**src/rtl/msx_slot_initiator.sv**
```systemverilog
// msx_slot_initiator: host-side MSX slot bus-cycle generator.
// Turns single read/write commands into Z80-timed memory or I/O cycles.
//
// Ports:
//   clk42m, reset_n        system clock, async active-low reset
//   cmd_valid/cmd_ready    command handshake (ready only in IDLE)
//   cmd_write, cmd_ioreq   cycle kind: write/read, I/O/memory
//   cmd_address, cmd_wdata cycle address and write data
//   rdata, rdata_en        last read byte and its update pulse
//   timeout                pulse when WAIT holds a cycle too long
//   p_slot_*               slot strobes, address, data bus halves
//   p_slot_wait, p_slot_int async cartridge inputs
//   int_n                  synchronized, inverted interrupt
`timescale 1ns/1ps

module msx_slot_initiator #(
    parameter int T_CLKS     = 12,
    parameter int WAIT_LIMIT = 255
) (
    input  logic        clk42m,
    input  logic        reset_n,

    input  logic        cmd_valid,
    output logic        cmd_ready,
    input  logic        cmd_write,
    input  logic        cmd_ioreq,
    input  logic [15:0] cmd_address,
    input  logic [7:0]  cmd_wdata,

    output logic [7:0]  rdata,
    output logic        rdata_en,
    output logic        timeout,

    output logic        p_slot_sltsl_n,
    output logic        p_slot_mreq_n,
    output logic        p_slot_ioreq_n,
    output logic        p_slot_rd_n,
    output logic        p_slot_wr_n,
    output logic        p_slot_m1_n,
    output logic        p_slot_rfsh_n,
    output logic [15:0] p_slot_address,
    output logic [7:0]  p_slot_data_out,
    output logic        p_slot_data_oe,
    input  logic [7:0]  p_slot_data_in,
    input  logic        p_slot_wait,
    input  logic        p_slot_int,
    output logic        int_n
);

    typedef enum logic [2:0] {
        S_IDLE,
        S_T1,
        S_T2,
        S_TW,
        S_T3
    } state_t;

    localparam int PW = $clog2(T_CLKS);

    // Outputs are registered, so an event "at ph = k" is written on
    // the edge that moves ph from k-1 to k.  PH_PRE is that edge for
    // the T-state midpoint; PH_LAST closes the T-state.
    localparam logic [PW-1:0] PH_LAST = PW'(T_CLKS - 1);
    localparam logic [PW-1:0] PH_PRE  = PW'(T_CLKS / 2 - 1);
    localparam logic [7:0]    TW_MAX  = 8'(WAIT_LIMIT);

    state_t        state;
    logic [PW-1:0] ph;
    logic [7:0]    tw_cnt;
    logic [7:0]    tw_next;
    logic          cur_write;
    logic          cur_ioreq;

    logic          wait_meta;
    logic          wait_s;
    logic          int_meta;
    logic          int_s;

    logic          at_last;
    logic          sample;
    logic          abort;

    // Both async inputs get a plain 2-FF synchronizer.
    always_ff @(posedge clk42m or negedge reset_n) begin
        if (!reset_n) begin
            wait_meta <= 1'b0;
            wait_s    <= 1'b0;
            int_meta  <= 1'b0;
            int_s     <= 1'b0;
        end else begin
            wait_meta <= p_slot_wait;
            wait_s    <= wait_meta;
            int_meta  <= p_slot_int;
            int_s     <= int_meta;
        end
    end

    assign int_n         = ~int_s;
    assign p_slot_m1_n   = 1'b1;
    assign p_slot_rfsh_n = 1'b1;

    assign at_last = (ph == PH_LAST);

    // WAIT is looked at only at the end of memory T2 and of every TW.
    // The automatic TW of an I/O cycle is not wait-induced, so I/O T2
    // never samples.
    assign sample = at_last &&
                    ((state == S_T2 && !cur_ioreq) || state == S_TW);

    assign abort  = sample && wait_s && (tw_cnt >= TW_MAX);

    assign tw_next = (tw_cnt == 8'hFF) ? tw_cnt : tw_cnt + 8'd1;

    always_ff @(posedge clk42m or negedge reset_n) begin
        if (!reset_n) begin
            state           <= S_IDLE;
            ph              <= '0;
            tw_cnt          <= 8'd0;
            cur_write       <= 1'b0;
            cur_ioreq       <= 1'b0;
            cmd_ready       <= 1'b1;
            rdata           <= 8'd0;
            rdata_en        <= 1'b0;
            timeout         <= 1'b0;
            p_slot_sltsl_n  <= 1'b1;
            p_slot_mreq_n   <= 1'b1;
            p_slot_ioreq_n  <= 1'b1;
            p_slot_rd_n     <= 1'b1;
            p_slot_wr_n     <= 1'b1;
            p_slot_address  <= 16'd0;
            p_slot_data_out <= 8'd0;
            p_slot_data_oe  <= 1'b0;
        end else begin
            rdata_en <= 1'b0;
            timeout  <= 1'b0;

            if (abort) begin
                // Give up: release the bus in one step.
                state          <= S_IDLE;
                ph             <= '0;
                cmd_ready      <= 1'b1;
                timeout        <= 1'b1;
                p_slot_sltsl_n <= 1'b1;
                p_slot_mreq_n  <= 1'b1;
                p_slot_ioreq_n <= 1'b1;
                p_slot_rd_n    <= 1'b1;
                p_slot_wr_n    <= 1'b1;
                p_slot_data_oe <= 1'b0;
            end else begin
                unique case (state)
                    S_IDLE: begin
                        // cmd_ready is high throughout IDLE.
                        if (cmd_valid) begin
                            state          <= S_T1;
                            ph             <= '0;
                            tw_cnt         <= 8'd0;
                            cmd_ready      <= 1'b0;
                            cur_write      <= cmd_write;
                            cur_ioreq      <= cmd_ioreq;
                            p_slot_address <= cmd_address;
                            if (cmd_write) begin
                                p_slot_data_out <= cmd_wdata;
                                p_slot_data_oe  <= 1'b1;
                            end
                        end
                    end

                    S_T1: begin
                        ph <= ph + 1'b1;
                        if (ph == PH_PRE && !cur_ioreq) begin
                            p_slot_mreq_n  <= 1'b0;
                            p_slot_sltsl_n <= 1'b0;
                            if (!cur_write) begin
                                p_slot_rd_n <= 1'b0;
                            end
                        end
                        if (at_last) begin
                            state <= S_T2;
                            ph    <= '0;
                            if (cur_ioreq) begin
                                p_slot_ioreq_n <= 1'b0;
                                if (cur_write) begin
                                    p_slot_wr_n <= 1'b0;
                                end else begin
                                    p_slot_rd_n <= 1'b0;
                                end
                            end
                        end
                    end

                    S_T2: begin
                        ph <= ph + 1'b1;
                        if (ph == PH_PRE && !cur_ioreq && cur_write) begin
                            p_slot_wr_n <= 1'b0;
                        end
                        if (at_last) begin
                            ph <= '0;
                            if (cur_ioreq) begin
                                state <= S_TW;
                            end else if (wait_s) begin
                                state  <= S_TW;
                                tw_cnt <= tw_next;
                            end else begin
                                state <= S_T3;
                            end
                        end
                    end

                    S_TW: begin
                        ph <= ph + 1'b1;
                        if (at_last) begin
                            ph <= '0;
                            if (wait_s) begin
                                tw_cnt <= tw_next;
                            end else begin
                                state <= S_T3;
                            end
                        end
                    end

                    S_T3: begin
                        ph <= ph + 1'b1;
                        // Capture on the same edge that releases the
                        // strobes, while RD_n is still low.
                        if (ph == PH_PRE) begin
                            if (!cur_write) begin
                                rdata    <= p_slot_data_in;
                                rdata_en <= 1'b1;
                            end
                            p_slot_sltsl_n <= 1'b1;
                            p_slot_mreq_n  <= 1'b1;
                            p_slot_ioreq_n <= 1'b1;
                            p_slot_rd_n    <= 1'b1;
                            p_slot_wr_n    <= 1'b1;
                        end
                        if (at_last) begin
                            state          <= S_IDLE;
                            ph             <= '0;
                            cmd_ready      <= 1'b1;
                            p_slot_data_oe <= 1'b0;
                        end
                    end

                    default: begin
                        state     <= S_IDLE;
                        ph        <= '0;
                        cmd_ready <= 1'b1;
                    end
                endcase
            end
        end
    end

endmodule

```
**config.mk**
```make
export PLATFORM = sky130hd
export DESIGN_NAME = msx_slot_initiator
export DESIGN_NICKNAME = d
export VERILOG_FILES = /design/src/rtl/msx_slot_initiator.sv
export SDC_FILE = /design/constraint.sdc
export NUM_CORES = 1
export LEC_CHECK = 0
export CAP_MARGIN = 30
export CORE_MARGIN = 10
export CORE_UTILIZATION = 50
export DETAILED_ROUTE_END_ITERATION = 10
export PLACE_DENSITY = 0.8
export SYNTH_ARGS = -nofsm -noshare
export SYNTH_HDL_FRONTEND = slang
export SYNTH_SLANG_ARGS = --single-unit
```
**constraint.sdc**
```tcl
create_clock -name clk42m -period 5.35 [get_ports clk42m]
set_input_delay 0.8025 -clock clk42m [delete_from_list [all_inputs] [get_ports clk42m]]
set_output_delay 0.8025 -clock clk42m [all_outputs]
set_load 0.01 [all_outputs]
```
# After elaboration in Yosys (flattened, before gate mapping)

Index checks and enable logic that the tools add are counted.

Output and inout bits: 44
Bits in registers: 61
Input port bits: 39

Multiplexer cells: 56
Order comparisons: 1
Reductions and logical operators: 26
Equal/unequal tests: 24
Bitwise logic cells: 3
Add/subtract/negate cells: 2

Operators by type and width:

| cell                                                             | number |
|---|---|
| 8-bit 2-to-1 mux                                                 | 6 |
| 3-bit inequality test (second input constant)                    | 11 |
| 1-bit 2-to-1 mux                                                 | 29 |
| 3-bit 2-to-1 mux                                                 | 9 |
| 8-bit case mux with 3 select lines                               | 1 |
| 6-bit AND reduction                                              | 3 |
| 4-bit AND reduction                                              | 4 |
| 3-bit case mux with 5 select lines                               | 1 |
| 4-bit 2-to-1 mux                                                 | 3 |
| 3-bit AND reduction                                              | 3 |
| 3-bit nonzero test                                               | 3 |
| 8-bit by 1-bit adder with 8-bit output (second input constant)   | 1 |
| 8-bit == test (second input constant)                            | 1 |
| 8-bit greater-or-equal comparator (second input constant)        | 1 |
| 2-bit inequality test (second input constant)                    | 4 |
| 1-bit case mux with 2 select lines                               | 4 |
| 4-bit case mux with 2 select lines                               | 1 |
| 3-bit by 2-bit == test with 1-bit output (second input constant) | 2 |
| 1-bit logical AND                                                | 6 |
| 1-bit case mux with 3 select lines                               | 2 |
| 4-bit by 1-bit adder with 4-bit output (second input constant)   | 1 |
| 4-bit by 3-bit == test with 1-bit output (second input constant) | 1 |
| 4-bit == test (second input constant)                            | 1 |
| 4-bit nonzero test                                               | 1 |
| other kinds (11)                                                 | 13 |

# Depth between registers and ports, before layout

Depth after elaboration: 8
Depth in mapped cells: 8
Depth with buffers taken out: 6

# Worst setup path before layout

Ideal clock, no wire load.

Path type: input-to-reg
From: in cmd_valid
To: reg tw_cnt[0]
Setup slack: 3454 ps
Setup time: 125 ps
Data arrival time: 1771 ps
Cell stages on the path: 4
Cell sequence: or4_4 o211ai_2 a211oi_2 mux2_2

Cells in the longest elaborated chain, start to end: 2

RTL lines:

| item                                   | line | RTL |
|---|---|---|
| start: declaration                     | 23   | `input logic cmd_valid,` |
| 2-bit inequality test (no source line) | -    |  |
| 6-bit AND reduction (no source line)   | -    |  |
| end signal: assignment                 | 202  | `tw_cnt <= tw_next;` |
| end signal: assignment                 | 214  | `tw_cnt <= tw_next;` |
| end: declaration                       | 69   | `logic [7:0] tw_cnt;` |

No other way between the ends.
A chain may end at the register's enable or synchronous reset.

# Worst setup path after layout

From: in cmd_valid
To: reg p_slot_data_out[2]

Cells in the longest elaborated chain, start to end: 1

RTL lines:

| item                                 | line | RTL |
|---|---|---|
| 4-bit AND reduction (no source line) | -    |  |
| end signal: assignment               | 162  | `p_slot_data_out <= cmd_wdata;` |
| end: declaration                     | 42   | `output logic [7:0] p_slot_data_out,` |

No other way between the ends.

==> run summary <==
status = finished clean
Max Freq = 0.385 GHz
critical path required time = 5.57 ns
first-pass GRT wire length = 11500 um
DR vias = 2227
R2R Setup Slk = 2.86 ns
setup TNS = 0 ns
Worst-Margin Slew = 0.852 ns
Initial Utilization = 51.9%
hold endpoint = wait_s
Most used DFF post-synth = dfrtp_1
chip width = 96.0 um
vias in the first global route = 2375
Worst Hold Depth = 0
core region area = 5570 sq um
initial detailed-routing violation count = 103
I/O pin cnt = 83
final setup fails = 0
Syn Std Cell Area = 2890 sq um
Die Footprint = 9220 sq um
Post-Route WL = 7020 um
Residual DRC = 0
class of the most critical setup path = primary input to flip-flop
largest net degree at the start of global routing = 62
synth warn = 0
worst r2r dst = p_slot_data_out[2]
die height = 96.0 um
TritonCTS clock tree = done
Worst Min Path Start = wait_meta
Skew-Pair Late Insertion Delay = 0.34 ns
slew margin rel. = 43.2%
Num CTS Buffers = 9
VDD IR max = 279 uV
final net count = 389
Design Area, Final = 3870 sq um
EDFF count, synth = 0
Critical Path End Type = flip-flop
CTS Sinks = 61
Resize count post-CTS = 0
fin crit share = 48.6%
most area-consuming cells after synthesis = dfrtp_1 48%, nand2_1 8.4%, mux2_2 7.4%
initial antenna violation count = 0
crit start category = primary input
drt wl/cell = 16.5 um
Slew Viols, Final = 0
setup bufs post-CTS = 0
CTS max path bufs = 2
worst flop-to-flop path startpoint = state[0]
Placed Area = 3690 sq um
Post-synth ARST share = 100%
R2R cell count = 4
max_cap viols = 0
total grt overflow = 0
Port Buf Inserts = 80
FF+latch count, synth = 61
Synth top cells by count = 65 x nand2_1, 56 x dfrtp_1, 19 x mux2_2, 10 x nand2b_1, 9 x nor2_1
Worst Setup SP = cmd_valid
Finished Layout Cells = 424
First-pass DRT Iterations = 4
RSZ-0062 raised after global routing = no
RePlAce Congestion = 0.856
post-synth top area share = 48.5%
P_leak = 1.73 nW
area growth from synthesis to layout = 34.0%
most frequent cell after synthesis = nand2_1
HP Class = flip-flop to flip-flop
CP arrival = 2.82 ns
Synth area leader = dfrtp_1
via/cell ratio = 5.25
Mapped Avg Cell Area = 10.7 sq um
Routed Antenna Nets = 0
final hold vios = 0
layout cells sized above 1 = 15.6%
clock skew = 0.00945 ns
n_diodes = 0
Total Routing Usage GR = 16.2%
CTS hold repair buffers = 0
H-tree Lvls = 3
row count = 27
Clock transition at path regs = 0.06 ns
Yosys cell types = 56
Fill cells = 421
Total Power = 1.77 mW
Post-DP HPWL = 5190 um
Final min period = 2.60 ns
Root Buffer = clkbuf_8
register area share after synthesis = 53.0%
Placed Cells = 408
Synth Instances = 270
power per standard cell area = 456 nW/um^2
crit-path max FO = 20
## layout by cell type (no fill, tap or decap), types with 4 or more instances in the layout
master and count:
clkbuf_8 11, mux2i_1 7, nand3_1 4, nand2_1 65, a21oi_1 4, o21ai_0 6
inv_1 7, mux2_2 19, dfstp_2 5, nor2_1 9, dfrtp_1 56, o22ai_1 4
nand2b_1 10, nand3b_1 4, clkdlybuf4s50_1 79
## report_power, final
group | total (mW) | leakage [nW] | internal, mW | switching [mW]
logic | 0.666 | 0.874 | 0.357 | 0.309
clock network | 0.369 | 0.0896 | 0.194 | 0.175
registers | 0.733 | 0.771 | 0.607 | 0.125
total | 1.77 | 1.73 | 1.16 | 0.610
## how the worst max path moves through the flow
stage / endpoint / slack, ns / depth (start not counted)
3_3_place_gp: p_slot_data_out[7] / 2.47 / 4
2_1_floorplan: tw_cnt[0] / 3.45 / 4
6_report: p_slot_data_out[2] / 2.75 / 4
5_1_grt: p_slot_data_out[2] / 2.61 / 4
3_5_place_dp: p_slot_data_out[2] / 2.39 / 4
4_1_cts: p_slot_data_out[2] / 2.73 / 4
## sequential cells by signal, indices dropped and copies added (netlist names), 3 cells and up
name / cells
tw_cnt: 8
rdata: 8
p_slot_address: 16
p_slot_data_out: 8
ph: 4
state: 3
## per-stage QoR
step           worst slack [ns]  utilization, %  hold slack [ns]
4_1_cts                    2.73            69.5            0.349
2_1_floorplan              3.45               -            0.331
6_report                   2.75            69.5            0.348
3_5_place_dp               2.39            66.3            0.335
3_3_place_gp               2.47            66.0            0.332
5_1_grt                    2.61            69.5            0.364
## metal layers
| metal | up-vias | global-route usage, % | part of all wire (%) | routed length (um) |
|---|---|---|---|---|
| li1 | 1080 | - | - | - |
| met1 | 1058 | 18.1 | 39 | 2720 |
| met2 | 76 | 24.0 | 47 | 3310 |
| met3 | 13 | 8.95 | 12 | 842 |
| met4 | 0 | 8.85 | 2.0 | 139 |
| met5 | - | 0 | 0 | 0 |
## cell families after synthesis
logic type,synth area share [%]
AND/OR/NAND/NOR,20.3
multiplexers,9.82
other,0.130
XOR/XNOR,0.303
adder cells (fa/ha/maj),1.30
buffers and inverters,4.85
AO/OA/AOI/OAI,10.3
flip-flops,53.0
## critical path, cell delays in order
cell,delay [ns]
clkdlybuf4s50_1,0.59
nor3b_4,0.76
nand2_2,0.31
mux2_2,0.35
## area by class of cell
class	instances	area (sq um)	area share (%)
flip-flops and latches	61	1530	39.6
multi-input cells	185	1220	31.5
repair buffers	82	818	21.1
clock buffers	13	159	4.10
well taps	72	90.1	2.32
inverters	8	31.3	0.807
clock inverters	3	21.3	0.549
No activity file was read; power rests on OpenSTA's default activity.
